[config.mk]
export PLATFORM = sky130hd
export DESIGN_NAME = alu_fu
export DESIGN_NICKNAME = d
export VERILOG_FILES = /design/src/rtl/alu_fu_pkg.sv /design/src/rtl/alu_core.sv /design/src/rtl/alu_fu.sv
export SDC_FILE = /design/constraint.sdc
export NUM_CORES = 1
export LEC_CHECK = 0
export BUFFER_PORTS_ARGS = -buffer_cell sky130_fd_sc_hd__buf_2
export CORE_ASPECT_RATIO = 0.7
export CORE_MARGIN = 2
export CORE_UTILIZATION = 25
export CTS_CLUSTER_SIZE = 40
export DETAILED_ROUTE_END_ITERATION = 8
export PLACE_DENSITY_LB_ADDON = 0.08
export REMOVE_ABC_BUFFERS = 1
export SLEW_MARGIN = 20
export SYNTH_ARGS = -nofsm -noshare
export SYNTH_HDL_FRONTEND = slang
export SYNTH_SLANG_ARGS = --single-unit
export TNS_END_PERCENT = 1
[constraint.sdc]
create_clock -name clk -period 6.9 [get_ports clk]
set_input_delay 0.345 -clock clk [delete_from_list [all_inputs] [get_ports clk]]
set_output_delay 0.345 -clock clk [all_outputs]
set_load 0.005 [all_outputs]
[src/rtl/alu_fu_pkg.sv]
// Shared types for the ALU functional unit: operand/tag widths, op codes,
// issue packet from the reservation station and the CDB result packet.
package alu_fu_pkg;

    localparam int XLEN   = 32;
    localparam int PREG_W = 6;
    localparam int ROB_W  = 5;

    typedef logic [XLEN-1:0]   xlen_t;
    typedef logic [PREG_W-1:0] preg_t;
    typedef logic [ROB_W-1:0]  rob_t;

    // Codes 12..15 are unassigned and produce a zero result.
    typedef enum logic [3:0] {
        ALU_ADD   = 4'd0,
        ALU_SUB   = 4'd1,
        ALU_AND   = 4'd2,
        ALU_OR    = 4'd3,
        ALU_XOR   = 4'd4,
        ALU_SLL   = 4'd5,
        ALU_SRL   = 4'd6,
        ALU_SRA   = 4'd7,
        ALU_SLT   = 4'd8,
        ALU_SLTU  = 4'd9,
        ALU_LUI   = 4'd10,
        ALU_AUIPC = 4'd11
    } alu_op_e;

    typedef struct packed {
        xlen_t   pc;
        rob_t    rob_tag;
        preg_t   rs1_tag;
        preg_t   rs2_tag;
        preg_t   rd_tag;
        logic    rd_used;
        alu_op_e alu_op;
        xlen_t   imm;
        logic    src2_is_imm;
        logic    src1_is_pc;
    } issue_pkt_t;

    // Stage-A copy of the issue packet; source tags are consumed at issue time.
    typedef struct packed {
        xlen_t   pc;
        rob_t    rob_tag;
        preg_t   rd_tag;
        logic    rd_used;
        alu_op_e alu_op;
        xlen_t   imm;
        logic    src2_is_imm;
        logic    src1_is_pc;
    } a_pkt_t;

    typedef struct packed {
        rob_t  rob_tag;
        preg_t rd_tag;
        logic  rd_used;
        xlen_t value;
    } cdb_pkt_t;

    function automatic a_pkt_t to_a_pkt(input issue_pkt_t p);
        a_pkt_t a;
        a.pc          = p.pc;
        a.rob_tag     = p.rob_tag;
        a.rd_tag      = p.rd_tag;
        a.rd_used     = p.rd_used;
        a.alu_op      = p.alu_op;
        a.imm         = p.imm;
        a.src2_is_imm = p.src2_is_imm;
        a.src1_is_pc  = p.src1_is_pc;
        return a;
    endfunction

endpackage

[src/rtl/alu_core.sv]
// Integer ALU datapath: op1/op2/alu_op -> result.
// Latency: purely combinational.
// Backpressure: none; the enclosing pipeline owns all handshaking.
module alu_core
    import alu_fu_pkg::*;
(
    input  xlen_t   op1,
    input  xlen_t   op2,
    input  alu_op_e alu_op,
    output xlen_t   result
);

    logic [4:0] shamt;

    always_comb begin
        shamt  = op2[4:0];
        result = '0;
        case (alu_op)
            ALU_ADD:   result = op1 + op2;
            ALU_SUB:   result = op1 - op2;
            ALU_AND:   result = op1 & op2;
            ALU_OR:    result = op1 | op2;
            ALU_XOR:   result = op1 ^ op2;
            ALU_SLL:   result = op1 << shamt;
            ALU_SRL:   result = op1 >> shamt;
            ALU_SRA:   result = xlen_t'($signed(op1) >>> shamt);
            ALU_SLT:   result = {{(XLEN-1){1'b0}}, ($signed(op1) < $signed(op2))};
            ALU_SLTU:  result = {{(XLEN-1){1'b0}}, (op1 < op2)};
            // The pipeline steers imm into op2 (and pc into op1 for AUIPC).
            ALU_LUI:   result = op2;
            ALU_AUIPC: result = op1 + op2;
            default:   result = '0;
        endcase
    end

endmodule

[src/rtl/alu_fu.sv]
// ALU functional unit: issue packet -> PRF operand read (A) -> result register (O) -> CDB.
// Latency: 2 cycles fire-to-cdb_valid_o when unstalled; 1 op/cycle throughput.
// Backpressure: cdb_ready_i low stalls O then A; issue_ready_o drops once both are held.
module alu_fu
    import alu_fu_pkg::*;
#(
    parameter int XLEN   = alu_fu_pkg::XLEN,
    parameter int PREG_W = alu_fu_pkg::PREG_W,
    parameter int ROB_W  = alu_fu_pkg::ROB_W
) (
    input  logic              clk,
    input  logic              rst,
    input  logic              flush_i,
    input  logic              issue_valid_i,
    output logic              issue_ready_o,
    input  issue_pkt_t        issue_pkt_i,
    output logic [PREG_W-1:0] prf_rs1_addr_o,
    output logic [PREG_W-1:0] prf_rs2_addr_o,
    input  logic [XLEN-1:0]   prf_rs1_data_i,
    input  logic [XLEN-1:0]   prf_rs2_data_i,
    output logic              cdb_valid_o,
    input  logic              cdb_ready_i,
    output cdb_pkt_t          cdb_pkt_o
);

    generate
        if (XLEN != $bits(xlen_t) || PREG_W != $bits(preg_t) || ROB_W != $bits(rob_t)) begin : g_bad_param
            $error("alu_fu parameters disagree with alu_fu_pkg widths");
        end
    endgenerate

    logic     a_valid;
    logic     a_fresh;
    a_pkt_t   a_pkt;
    xlen_t    rs1_hold;
    xlen_t    rs2_hold;
    logic     o_valid;
    cdb_pkt_t o_pkt;

    logic     o_adv;
    logic     a_adv;
    logic     fire;
    xlen_t    rs1_val;
    xlen_t    rs2_val;
    xlen_t    op1;
    xlen_t    op2;
    xlen_t    alu_res;
    cdb_pkt_t a_result;

    assign prf_rs1_addr_o = issue_pkt_i.rs1_tag;
    assign prf_rs2_addr_o = issue_pkt_i.rs2_tag;

    assign o_adv         = !o_valid || cdb_ready_i;
    assign a_adv         = a_valid && o_adv;
    assign issue_ready_o = !flush_i && (!a_valid || o_adv);
    assign fire          = issue_valid_i && issue_ready_o;

    // PRF data is only valid the cycle after capture; afterwards use the held copy.
    always_comb begin
        rs1_val = a_fresh ? prf_rs1_data_i : rs1_hold;
        rs2_val = a_fresh ? prf_rs2_data_i : rs2_hold;
        op1 = (a_pkt.src1_is_pc || a_pkt.alu_op == ALU_AUIPC) ? a_pkt.pc : rs1_val;
        op2 = (a_pkt.src2_is_imm || a_pkt.alu_op == ALU_LUI || a_pkt.alu_op == ALU_AUIPC)
              ? a_pkt.imm : rs2_val;
    end

    alu_core u_alu_core (
        .op1    (op1),
        .op2    (op2),
        .alu_op (a_pkt.alu_op),
        .result (alu_res)
    );

    always_comb begin
        a_result         = '0;
        a_result.rob_tag = a_pkt.rob_tag;
        a_result.rd_tag  = a_pkt.rd_tag;
        a_result.rd_used = a_pkt.rd_used;
        a_result.value   = a_pkt.rd_used ? alu_res : '0;
    end

    always_ff @(posedge clk) begin
        if (rst) begin
            a_valid  <= 1'b0;
            a_fresh  <= 1'b0;
            a_pkt    <= '0;
            rs1_hold <= '0;
            rs2_hold <= '0;
            o_valid  <= 1'b0;
            o_pkt    <= '0;
        end else if (flush_i) begin
            a_valid <= 1'b0;
            a_fresh <= 1'b0;
            o_valid <= 1'b0;
        end else begin
            if (o_adv) begin
                o_valid <= a_valid;
                if (a_valid) begin
                    o_pkt <= a_result;
                end
            end

            if (fire) begin
                a_valid <= 1'b1;
                a_fresh <= 1'b1;
                a_pkt   <= to_a_pkt(issue_pkt_i);
            end else if (a_adv) begin
                a_valid <= 1'b0;
                a_fresh <= 1'b0;
            end else if (a_valid && a_fresh) begin
                rs1_hold <= prf_rs1_data_i;
                rs2_hold <= prf_rs2_data_i;
                a_fresh  <= 1'b0;
            end
        end
    end

    assign cdb_valid_o = o_valid;
    assign cdb_pkt_o   = o_pkt;

endmodule

* Word level (Yosys, flattened, before mapping)
Cells that the tools add are included.
** Word-level totals
- Word-level logic and storage cells :: 72
- Bits in registers :: 193
** Operators by class
- Magnitude comparators :: 2
- Mux-type cells :: 11
- Bitwise operators :: 6
- Add/sub/neg operators :: 2
- Shift-type cells :: 3
- Reduce and logical (&&, ||, !) cells :: 20
- Eq/ne operators :: 11
** Operators by type and width (count)
- $pmux 32 s11 :: 1
- $mux 32 :: 5
- $lt 32x32->1 :: 2
- $add 32x32->32 :: 1
- $and 32x32->32 :: 1
- $or 32x32->32 :: 1
- $shl 32x5->32 :: 1
- $shr 32x5->32 :: 1
- $sshr 32x5->32 :: 1
- $sub 32x32->32 :: 1
- $xor 32x32->32 :: 1
- $eq 4x3->1 const B :: 4
- $eq 4x4->1 const B :: 4
- $eq 4x2->1 const B :: 2
- $logic_or 1x1->1 :: 5
- $mux 1 :: 5
- $eq 4x1->1 const B :: 1
- $logic_and 1x1->1 :: 4
- $logic_not 4->1 :: 1
- $reduce_and 4->1 :: 1
- $reduce_or 2->1 :: 2
- $logic_not 1->1 :: 3
- $not 1->1 :: 3
- $reduce_and 3->1 :: 1
- 3 further kinds :: 3

* Logic depth before layout (Yosys ltp)
Gate-level depths: netlist of the first run.
- Depth in word-level cells :: 7
- Mapped depth :: 22
- Depth with buffers taken out :: 16

* Cells and area by module
A second synthesis of the first run with hierarchy kept.
** Unflattened totals
- Cells, all modules :: 2304
- Area total of the unflattened synthesis :: 18499.0 um^2
** By module, submodules not included
- alu_fu :: sequential area each 3863.7 um^2, area an instance 9989.6 um^2, times used 1, cells an instance 1009
- alu_core :: sequential area each 0.0 um^2, area an instance 8509.4 um^2, times used 1, cells an instance 1295

* Worst setup path after synthesis of the first run
No wires, ideal clock.
- Kind :: register -> register
- Start point :: register a_fresh
- End point :: register o_pkt (netlist bit cdb_pkt_o[27])
- Library setup time :: 0.126 ns
- Data arrival time :: 4.659 ns
- Data required time :: 6.774 ns
- Slack :: 2.115 ns
- Stages on the path, launching flop included :: 19
- Cell sequence :: dfxtp_1 -> buf_4 -> buf_6 -> buf_6 -> mux2_1 -> mux2i_2 -> clkbuf_1 -> clkbuf_1 -> ha_1 -> clkbuf_1 -> or3_1 -> o21ai_1 -> a21oi_1 -> o21ai_1 -> a311oi_1 -> o41ai_1 -> mux2i_1 -> nor4_1 -> o21ai_1
** On the way
- Word-level cells in the longest chain between the ends :: 5
- Elaborated cells between the ends (all ways) :: 14
- Those cells by class :: add/sub: 2; shift: 3; mux: 6; bitwise: 3
** Ends and longest elaborated chain
- start: declaration :: RTL line alu_fu.sv:33 : logic a_fresh;
- start signal: assignment :: RTL line alu_fu.sv:85 : a_fresh <= 1'b0;
- start signal: assignment :: RTL line alu_fu.sv:93 : a_fresh <= 1'b0;
- start signal: assignment :: RTL line alu_fu.sv:105 : a_fresh <= 1'b1;
- $mux 32, on equally long branches :: RTL line alu_fu.sv:60, alu_fu.sv:61
- $mux 32, on equally long branches :: RTL line alu_fu.sv:62, alu_fu.sv:64
- $add 32x32->32 (tied with other cells) :: RTL line alu_core.sv:19, alu_core.sv:31
- $pmux 32 s11 * :: RTL line alu_core.sv:18 : case (alu_op)
- $mux 32 * :: RTL line alu_fu.sv:79 : a_result.value = a_pkt.rd_used ? alu_res : '0;
- end signal: assignment :: RTL line alu_fu.sv:99 : o_pkt <= a_result;
- end: declaration :: RTL line alu_fu.sv:38 : cdb_pkt_t o_pkt;
Every way passes the cells marked *; elsewhere a longest branch is shown, timed or not.
A chain may end at the register's enable or synchronous reset.

* Worst setup path in the final report of the first run
- Start point :: register a_pkt[36] in the netlist's numbering
- End point :: register o_pkt (netlist bit cdb_pkt_o[31])
** On the way
- Word-level cells in the longest chain between the ends :: 7
- Elaborated cells between the ends (all ways) :: 28
- Those cells by class :: add/sub: 2; eq/ne: 11; shift: 3; mux: 4; bitwise: 3; reduce/logical: 5
** Ends and longest elaborated chain
- start: declaration :: RTL line alu_fu.sv:34 : a_pkt_t a_pkt;
- start signal: assignment :: RTL line alu_fu.sv:106 : a_pkt <= to_a_pkt(issue_pkt_i);
- $eq 4x4->1 :: RTL line alu_core.sv:18, alu_fu.sv:63
- $logic_or 1x1->1 (2 in series) :: RTL line alu_fu.sv:63 : op2 = (a_pkt.src2_is_imm || a_pkt.alu_op == ALU_LUI || a_pkt.alu_op == ALU_AUIPC)
- $mux 32 :: RTL line alu_fu.sv:64 : ? a_pkt.imm : rs2_val;
- $add 32x32->32 (tied with other cells) :: RTL line alu_core.sv:19, alu_core.sv:31
- $pmux 32 s11 * :: RTL line alu_core.sv:18
- $mux 32 * :: RTL line alu_fu.sv:79
Marked as above.

==> run metrics, run 1 <==
outcome completed; nets 2795; GRT Util Overall 0.245; root buf cell clkbuf_16; Cells after Synth 2461; Syn-to-layout area delta 13.4%; Post-synth EDFFs 0; Total Neg Setup Slack 0 ns; port buffer count 196; worst hold path type in2reg; Netlist cell types 88; GP Congestion 0.945; global-route wire length before repair 129 mm; Max Cap Viol 0; Core Footprint 69400 um^2; Starting Density 0.251; fin crit share 0.880; Achievable Freq 165 MHz; CP Cell Sequence and4b_1 > a2111oi_1 > nor2_1 > ha_1 > inv_1 > a21oi_1 > o21ai_1 > a21oi_1 > o21ai_1 > a311oi_1 > o31ai_1 > a211oi_1 > mux2i_1 > o31a_1; die area 72000 um^2; Synth top area share 0.221; First DRT Iteration DRCs 1826; crit start category flip-flop; IO Pins 221; setup bufs post-CTS 0; commonest cells after routing, fill and taps aside nand2_1 (467), a21oi_1 (330), buf_2 (195); Netlist Area Pre-Place 17500 um^2; routed vias/inst 5.59; antenna-violating nets left 0; Die Width 320 um; largest net degree at the start of global routing 84; clock sinks 193; Pwr Density 160 nW/um^2; initial antenna violation count 1; Worst EP arrival 6.49 ns; Worst-path clk slew 0.09 ns; Syn. warnings 0; CTS buffer count 17; Die Y-Extent 225 um; Worst EP required 7.32 ns; Seq cells post-synth 193; total gr overflow 0; final cell count without fillers 3459; crit-path max cell delay 1.04 ns; Clock Path Buffers 2; leakage power 7.75 nW; relative slew slack 0.234; # H-tree levels 4; CP delay by family, top compound AO/OA/AOI/OAI gates; Slew Viols, Final 0; Synth Area per Inst 7.09 um^2; post-DR wirelength/cell 26.0 um; RSZ-0062 raised after global routing false; CTS tree built; commonest non-fill, non-tap cell in the layout nand2_1; Fin. Hold Viols 0; worst skew pair latency 0.53 ns; measured slew at the worst slew-check pin 1.12 ns; via count 19300; # setup viols final 0; Worst Setup Path Type reg2reg; ranking of synthesized cells by area dfxtp_1 (22%), nand2_1 (10%), mux2i_1 (10%); # rows 81; Synth area leader dfxtp_1; DRT Pass-1 Iters 8; post_cts resized 0; Most used DFF post-synth dfxtp_1; Crit path buffers/inverters 1; area of the multi-input gates 12400 um^2; Slowest-stage cell, CP a311oi_1; HPWL after DPL 66.3 mm; maximum VDD drop 0.165 mV; hold_buf cts 0; CP endpoint kind flip-flop; overall routed net length 90.0 mm; vias in the first global route 18000; share of layout cells above drive strength 1 0.145; Post-Place Cells 3426; Storage cell area 3870 um^2; ys async rst share 0; n_diodes 0; Final Skew 0.0187 ns; Crit Path Max Fanout 15; post-layout min period 6.07 ns; final-layout fill cell count 7686; Seq/Total Area, Yosys 0.221; drt drc 0
## layout make-up
cell class,count,share of cell area
timing repair buffer,252,0.0724
inverter,114,0.0216
sequential,193,0.195
multi-input combinational,1955,0.624
tap,913,0.0577
clock inverter,13,0.00620
clock buffer,19,0.0224
## state kept, by name, indices dropped and copies added, names as in the netlist
signal / count
a_pkt: 82
cdb_pkt_o: 44
rs1_hold: 32
rs2_hold: 32
a_fresh: 1
a_valid: 1
cdb_valid_o: 1
## cells by family after synthesis
logic type | after synthesis | synth area share
AO/OA/AOI/OAI | 818 | 0.298
AND/OR/NAND/NOR | 817 | 0.201
buffers and inverters | 313 | 0.0788
multiplexers | 207 | 0.122
flip-flops | 193 | 0.221
adder cells (fa/ha/maj) | 99 | 0.0718
XOR/XNOR | 14 | 0.00702
## stage by stage
step,utilization,hold WS (ns),setup slack [ns],total power [mW],instance area [um^2]
3_5_place_dp,0.276,0.442,1.13,2.13,19200
2_1_floorplan,-,0.411,-1.98,1.75,16500
5_1_grt,0.285,0.0241,0.544,3.34,19800
4_1_cts,0.285,0.0113,1.08,3.20,19800
6_report,0.285,0.0427,0.831,3.17,19800
3_3_place_gp,0.276,0.437,1.25,2.13,19200
## worst register-to-register path: cells and delay by family, from the launching register on
family / cells / cell delay (ns)
buffers and inverters: 1 / 0.05
adders and majority gates: 1 / 0.39
DFF: 1 / 0.70
AOI/OAI and AO/OA: 9 / 3.84
and+or+nand+nor: 2 / 0.82
muxes: 1 / 0.16
## cells in the mapped netlist (11+ instances only)
cell type    n
o21ai_1     18
nand2b_1    12
and2_1      15
a211oi_1    30
o21ai_0    119
nand3_1     35
mux2i_1    174
nor2_1     145
inv_1      107
nor2b_1     32
a21o_1      22
o2111ai_1   11
ha_1        97
buf_2       26
o21bai_1    11
a2111oi_0   17
nor3_1      44
o221ai_1    21
buf_4       27
o211ai_1    39
a221oi_1    27
or3_1       11
o22ai_1     19
nand2_1    469
dfxtp_1    193
a22oi_1     16
a21oi_1    331
a31oi_1     24
buf_1       12
clkbuf_1   125
mux2_2      29
## layer usage
metal | vias up | GRT usage | wire length, um
li1 | 8969 | - | -
met1 | 9526 | 0.372 | 45800
met2 | 772 | 0.348 | 36600
met3 | 78 | 0.0519 | 6260
met4 | 2 | 0.0516 | 1400
met5 | - | 0 | 13
## power by group
| group | switching, mW | internal (mW) |
|---|---|---|
| clock | 0.563 | 0.484 |
| sequential | 0.0218 | 1.14 |
| combinational | 0.658 | 0.312 |
## final timing paths
path	from	end	slack, ns	cells after the start
worst max register to register	a_pkt[36]	cdb_pkt_o[31]	0.83	14
worst min register to register	rs1_hold[31]	rs1_hold[31]	0.45	2
worst max-delay path	a_pkt[36]	cdb_pkt_o[31]	0.83	14
worst min-delay path	issue_pkt_i[42]	a_pkt[42]	0.04	3
(Power assumes the default switching activity.)
==> run 2, diff against run 1 <==
--- a/config.mk
+++ b/config.mk
@@ -9,6 +9,7 @@
 export CORE_ASPECT_RATIO = 0.7
 export CORE_MARGIN = 2
 export CORE_UTILIZATION = 25
+export CTS_CLUSTER_DIAMETER = 120
 export CTS_CLUSTER_SIZE = 40
 export DETAILED_ROUTE_END_ITERATION = 8
 export PLACE_DENSITY_LB_ADDON = 0.08
==> constraint.sdc (replaced) <==
create_clock -name clk -period 6.9 [get_ports clk]
set_input_delay 1.38 -clock clk [delete_from_list [all_inputs] [get_ports clk]]
set_output_delay 1.38 -clock clk [all_outputs]
set_load 0.005 [all_outputs]
==> run 2 against run 1 <==
Compared with the run above:
- sequential cell count stayed put
- clock-buffer cell count stayed put
- cell count is 0.35% higher
- clock power is 4% higher
- register-to-register slack better by 0.20 ns
- critical path type unchanged
- largest cell class unchanged
==> run metrics, run 2 (same netlist as run 1, synthesis figures left out) <==
Top cell by count, worst path nor2_1; overall routed net length 90.3 mm (+0.31%); Pwr Density 162 nW/um^2 (+0.78%); Worst EP required 7.31 ns (about the same); Syn-to-layout area delta 14.1%; leakage power 7.82 nW (+0.92%); Final Skew 0.0160 ns (-0.00263 ns); HPWL after DPL 65.8 mm (-0.82%); Worst EP arrival 6.28 ns (-0.21 ns); post-DR wirelength/cell 26.0 um (about the same); Power, Total 3.22 mW (+1.4%); Crit Path Max Fanout 20 (+5); vias in the first global route 18500 (+2.6%); nets 2807 (+0.43%); worst hold margin 0.450 ns (+0.407 ns); Slowest-stage cell, CP and4b_1; Die Width 320 um (unchanged); crit-path max cell delay 0.88 ns (-0.16 ns); worst skew pair latency 0.52 ns (about the same); CP endpoint kind flip-flop; Max Cap Viol 0 (unchanged); Starting Density 0.251 (unchanged); n_diodes 0 (unchanged); drt drc 0 (unchanged); Layout Utilization 0.287 (+0.00177); commonest non-fill, non-tap cell in the layout nand2_1; hold_buf cts 0 (unchanged); Crit path buffers/inverters 0 (-1); initial antenna violation count 1 (unchanged); share of layout cells above drive strength 1 0.149 (+0.00440); fin crit share 0.851 (-0.0287); RSZ-0062 raised after global routing false; First DRT Iteration DRCs 1847 (+1.2%); Slew Viols, Final 0 (unchanged); Worst Setup Path Type reg2reg; via count 19400 (+0.31%); IO Pins 221 (unchanged); relative slew slack 0.236 (+0.00273); GP Congestion 0.908 (-3.9%); clock sinks 193 (unchanged); port buffer count 196 (unchanged); Die Y-Extent 225 um (unchanged); Core Footprint 69400 um^2 (unchanged); # rows 81 (unchanged); CP Cell Sequence and4b_1 > a2111oi_0 > nor2_1 > ha_1 > nor4_1 > nand2b_1 > or2_2 > a211oi_1 > o21ai_0 > o41ai_1 > xor2_1 > nor2_1 > o31a_1; CP delay by family, top simple AND/OR/NAND/NOR gates; # H-tree levels 4 (unchanged); total gr overflow 0 (unchanged); CTS buffer count 17 (unchanged); antenna-violating nets left 0 (unchanged); most flop-heavy register a_pkt; post-layout min period 5.87 ns (-0.198 ns); CTS tree built; final-layout fill cell count 7679 (-0.091%); post_cts resized 0 (unchanged); crit start category flip-flop; setup bufs post-CTS 0 (unchanged); maximum VDD drop 0.172 mV (+4.1%); Worst-path clk slew 0.08 ns (about the same); routed vias/inst 5.59 (about the same); outcome completed; global-route wire length before repair 131 mm (+1.8%); max reg flops 82 (unchanged); Achievable Freq 170 MHz (+3.4%); DRT Pass-1 Iters 5 (-3); GRT Util Overall 0.248 (+0.00351); worst hold path type reg2reg; Total Neg Setup Slack 0 ns (unchanged); root buf cell clkbuf_16; Fin. Hold Viols 0 (unchanged); largest net degree at the start of global routing 84 (unchanged); commonest cells after routing, fill and taps aside nand2_1 (467), a21oi_1 (330), buf_2 (195); die area 72000 um^2 (unchanged); Clock Path Buffers 2 (unchanged); # setup viols final 0 (unchanged); measured slew at the worst slew-check pin 1.12 ns (-0.00399 ns)
[run 2: cell types whose count changed in the layout (fill, tap and decap cells not counted), sizes merged]
cell / previous run / this run
clkinvlp: 3 / 2
buf: 252 / 264
bufinv: 0 / 1
[run 2: area by class of cell]
type	count	area, um^2	share of cell area
repair buffers	264	1520	0.0765
clock buffers	19	453	0.0227
flip-flops and latches	193	3870	0.194
clock inverters	13	145	0.00729
multi-input cells	1955	12400	0.620
inverters	114	428	0.0215
well taps	913	1140	0.0574
[run 2: per-stage QoR]
step / cell area (um^2) / cells / setup WS, ns
6_report: 19900 / 3471 / 1.03
5_1_grt: 19900 / 3471 / 0.604
4_1_cts: 19900 / 3470 / 1.17
3_3_place_gp: 19300 / 3438 / 1.22
2_1_floorplan: 16500 / 2262 / -1.98
3_5_place_dp: 19300 / 3438 / 1.09
[run 2: worst reg2reg max path, stage by stage, from the launching register on]
cell	delay, ns
dfxtp_1	0.76
and4b_1	0.88
a2111oi_0	0.23
nor2_1	0.77
ha_1	0.53
nor4_1	0.37
nand2b_1	0.14
or2_2	0.34
a211oi_1	0.42
o21ai_0	0.37
o41ai_1	0.40
xor2_1	0.19
nor2_1	0.06
o31a_1	0.31
[run 2: path summary, 6_finish.rpt]
kind / start / endpoint / slack (ns) / depth (start not counted)
hold reg to reg: a_pkt[39] / cdb_pkt_o[33] / 0.45 / 2
setup / recovery: a_pkt[35] / cdb_pkt_o[31] / 1.03 / 13
hold / removal: a_pkt[39] / cdb_pkt_o[33] / 0.45 / 2
setup reg to reg: a_pkt[35] / cdb_pkt_o[31] / 1.03 / 13
[run 2: routing by layer]
metal  global-route usage  wire (um)  share of wire  up-vias
li1                     -          -              -     8983
met1                0.384      46700           0.52     9632
met2                0.354      36400           0.40      726
met3               0.0439       6000          0.066       66
met4               0.0476       1120          0.012        0
met5                    0          0              0        -
[run 2: power breakdown]
part / switching [mW] / total, mW / leakage (nW) / internal, mW
combinational: 0.657 / 0.973 / 5.97 / 0.315
sequential: 0.0228 / 1.16 / 1.57 / 1.14
clock: 0.557 / 1.09 / 0.288 / 0.530
total: 1.24 / 3.22 / 7.82 / 1.98
==> run 3, diff against run 2 <==
--- a/config.mk
+++ b/config.mk
@@ -13,6 +13,7 @@
 export CTS_CLUSTER_SIZE = 40
 export DETAILED_ROUTE_END_ITERATION = 8
 export PLACE_DENSITY_LB_ADDON = 0.08
+export RECOVER_POWER = 25
 export REMOVE_ABC_BUFFERS = 1
 export SLEW_MARGIN = 20
 export SYNTH_ARGS = -nofsm -noshare
==> run 3 against run 2 <==
Compared with the run above:
- the run now ends with max-capacitance violations, max-slew violations left
- sequential cell count did not move
- setup slack got worse by 0.011 ns
- core utilization fell by 0.074 points
- clock power barely moved
- combinational power barely moved
- design area fell by 0.26%
- cell count barely moved
- power rose by 0.12%
- maximum frequency fell by 0.19%
- die area did not move
- critical path type unchanged
- critical endpoint unchanged
- highest routed layer unchanged
==> run metrics, run 3 (same netlist as run 1, synthesis figures left out) <==
outcome complete, but fails checks; failing checks max-capacitance violations, max-slew violations; global-route wire length before repair 131 mm (unchanged); die area 72000 um^2 (unchanged); CP endpoint kind flip-flop; # H-tree levels 4 (unchanged); nets 2807 (unchanged); Total Neg Setup Slack 0 ns (unchanged); HPWL after DPL 65.8 mm (unchanged); setup bufs post-CTS 0 (unchanged); commonest non-fill, non-tap cell in the layout nand2_1; Slew Viols, Final 108 (+108); post-DR wirelength/cell 26.0 um (-0.11%); via count 19300 (-0.42%); relative slew slack -0.462 (-0.698); DRT Pass-1 Iters 6 (+1); final cell count without fillers 3472 (+0.029%); Core Footprint 69400 um^2 (unchanged); total gr overflow 0 (unchanged); routed vias/inst 5.57 (-0.45%); vias in the first global route 18500 (unchanged); worst hold margin 0.451 ns (+0.000888 ns); IO Pins 221 (unchanged); final-layout fill cell count 7689 (+0.13%); overall routed net length 90.2 mm (about the same); worst skew pair latency 0.52 ns (about the same); Power, Total 3.22 mW (+0.12%); worst hold path type reg2reg; Storage cell area 3870 um^2 (unchanged); most flop-heavy register a_pkt; initial antenna violation count 1 (unchanged); commonest cells after routing, fill and taps aside nand2_1 (467), a21oi_1 (330), dfxtp_1 (192); measured slew at the worst slew-check pin 2.19 ns (+1.08 ns); Clock Path Buffers 2 (unchanged); Post-Place Cells 3438 (unchanged); # setup viols final 0 (unchanged); port buffer count 196 (unchanged); fin crit share 0.853 (+0.00163); maximum VDD drop 0.172 mV (about the same); crit start category flip-flop; RSZ-0062 raised after global routing false; drt drc 0 (unchanged); Crit Path Max Fanout 20 (unchanged); Pwr Density 162 nW/um^2 (+0.38%); R2R Setup Slk 1.02 ns (about the same); Worst EP required 7.31 ns (about the same); Starting Density 0.251 (unchanged); Worst EP arrival 6.29 ns (about the same); Max Cap Viol 3 (+3); Syn-to-layout area delta 13.8%; hold_buf cts 0 (unchanged); post-route cell area 19900 um^2 (-0.26%); largest net degree at the start of global routing 84 (unchanged); CP startpoint a_pkt[35]; antenna-violating nets left 0 (unchanged); post_cts resized 0 (unchanged); Critical Path End cdb_pkt_o[31]; clock sinks 193 (unchanged); # rows 81 (unchanged); root buf cell clkbuf_16; max reg flops 82 (unchanged); leakage power 7.67 nW (-1.9%); GRT Util Overall 0.248 (unchanged); Reg2Reg Launch Point a_pkt[35]; Worst Reg2Reg Path Length in Cells 13 (unchanged); post-layout min period 5.88 ns (+0.0113 ns); Placed Area 19300 um^2 (unchanged); Die Y-Extent 225 um (unchanged); Die Width 320 um (unchanged); CTS tree built; area of the multi-input gates 12400 um^2 (unchanged); Hold Path Origin a_pkt[39]; Achievable Freq 170 MHz (-0.19%); Worst-path clk slew 0.08 ns (about the same); First DRT Iteration DRCs 1924 (+4.2%); Fin. Hold Viols 0 (unchanged); CTS buffer count 17 (unchanged); GP Congestion 0.908 (unchanged); share of layout cells above drive strength 1 0.136 (-0.0133); Critical R2R Capture cdb_pkt_o[31]; Final Skew 0.0150 ns (-0.00100 ns); Worst Setup Path Type reg2reg
run 3: worst max-delay path: stages, from the launching register on:
cell	delay, ns
dfxtp_1	0.76
and4b_1	0.90
a2111oi_0	0.23
nor2_1	0.74
ha_1	0.52
nor4_1	0.38
nand2b_1	0.14
or2_2	0.34
a211oi_1	0.41
o21ai_0	0.37
o41ai_1	0.40
xor2_1	0.21
nor2_1	0.06
o31a_1	0.31
run 3: metrics by stage:
step | setup WS, ns | utilization
2_1_floorplan | -1.98 | -
5_1_grt | 0.604 | 0.286
6_report | 1.02 | 0.286
3_3_place_gp | 1.22 | 0.278
3_5_place_dp | 1.09 | 0.278
4_1_cts | 1.17 | 0.286
run 3: layout make-up:
| cell class | instances | share of cell area |
|---|---|---|
| multi-input cells | 1955 | 0.622 |
| flip-flops and latches | 193 | 0.195 |
| repair buffers | 264 | 0.0740 |
| well taps | 913 | 0.0575 |
| clock buffers | 19 | 0.0228 |
| inverters | 114 | 0.0215 |
| clock inverters | 13 | 0.00731 |
| diodes | 1 | 0.000126 |
run 3: worst min path at each step:
| stage | endpoint | cells after the start |
|---|---|---|
| 2_1_floorplan | rs1_hold[17] | 2 |
| 3_3_place_gp | rs1_hold[4] | 2 |
| 3_5_place_dp | rs1_hold[29] | 2 |
| 4_1_cts | cdb_pkt_o[33] | 2 |
| 5_1_grt | cdb_pkt_o[43] | 2 |
| 6_report | cdb_pkt_o[33] | 2 |
run 3: layer usage:
layer  part of all wire  track usage  vias to the layer above
li1                   -            -                     8981
met1               0.52        0.384                     9551
met2               0.40        0.354                      726
met3              0.067       0.0439                       68
met4              0.013       0.0476                        0
met5                  0            0                        -
run 3: power by group:
group          leakage, nW  total (mW)  internal [mW]  switching (mW)
Sequential            1.57        1.16           1.14          0.0229
Clock                0.288        1.09          0.530           0.560
Combinational         5.82       0.973          0.315           0.658
Total                 7.67        3.22           1.98            1.24
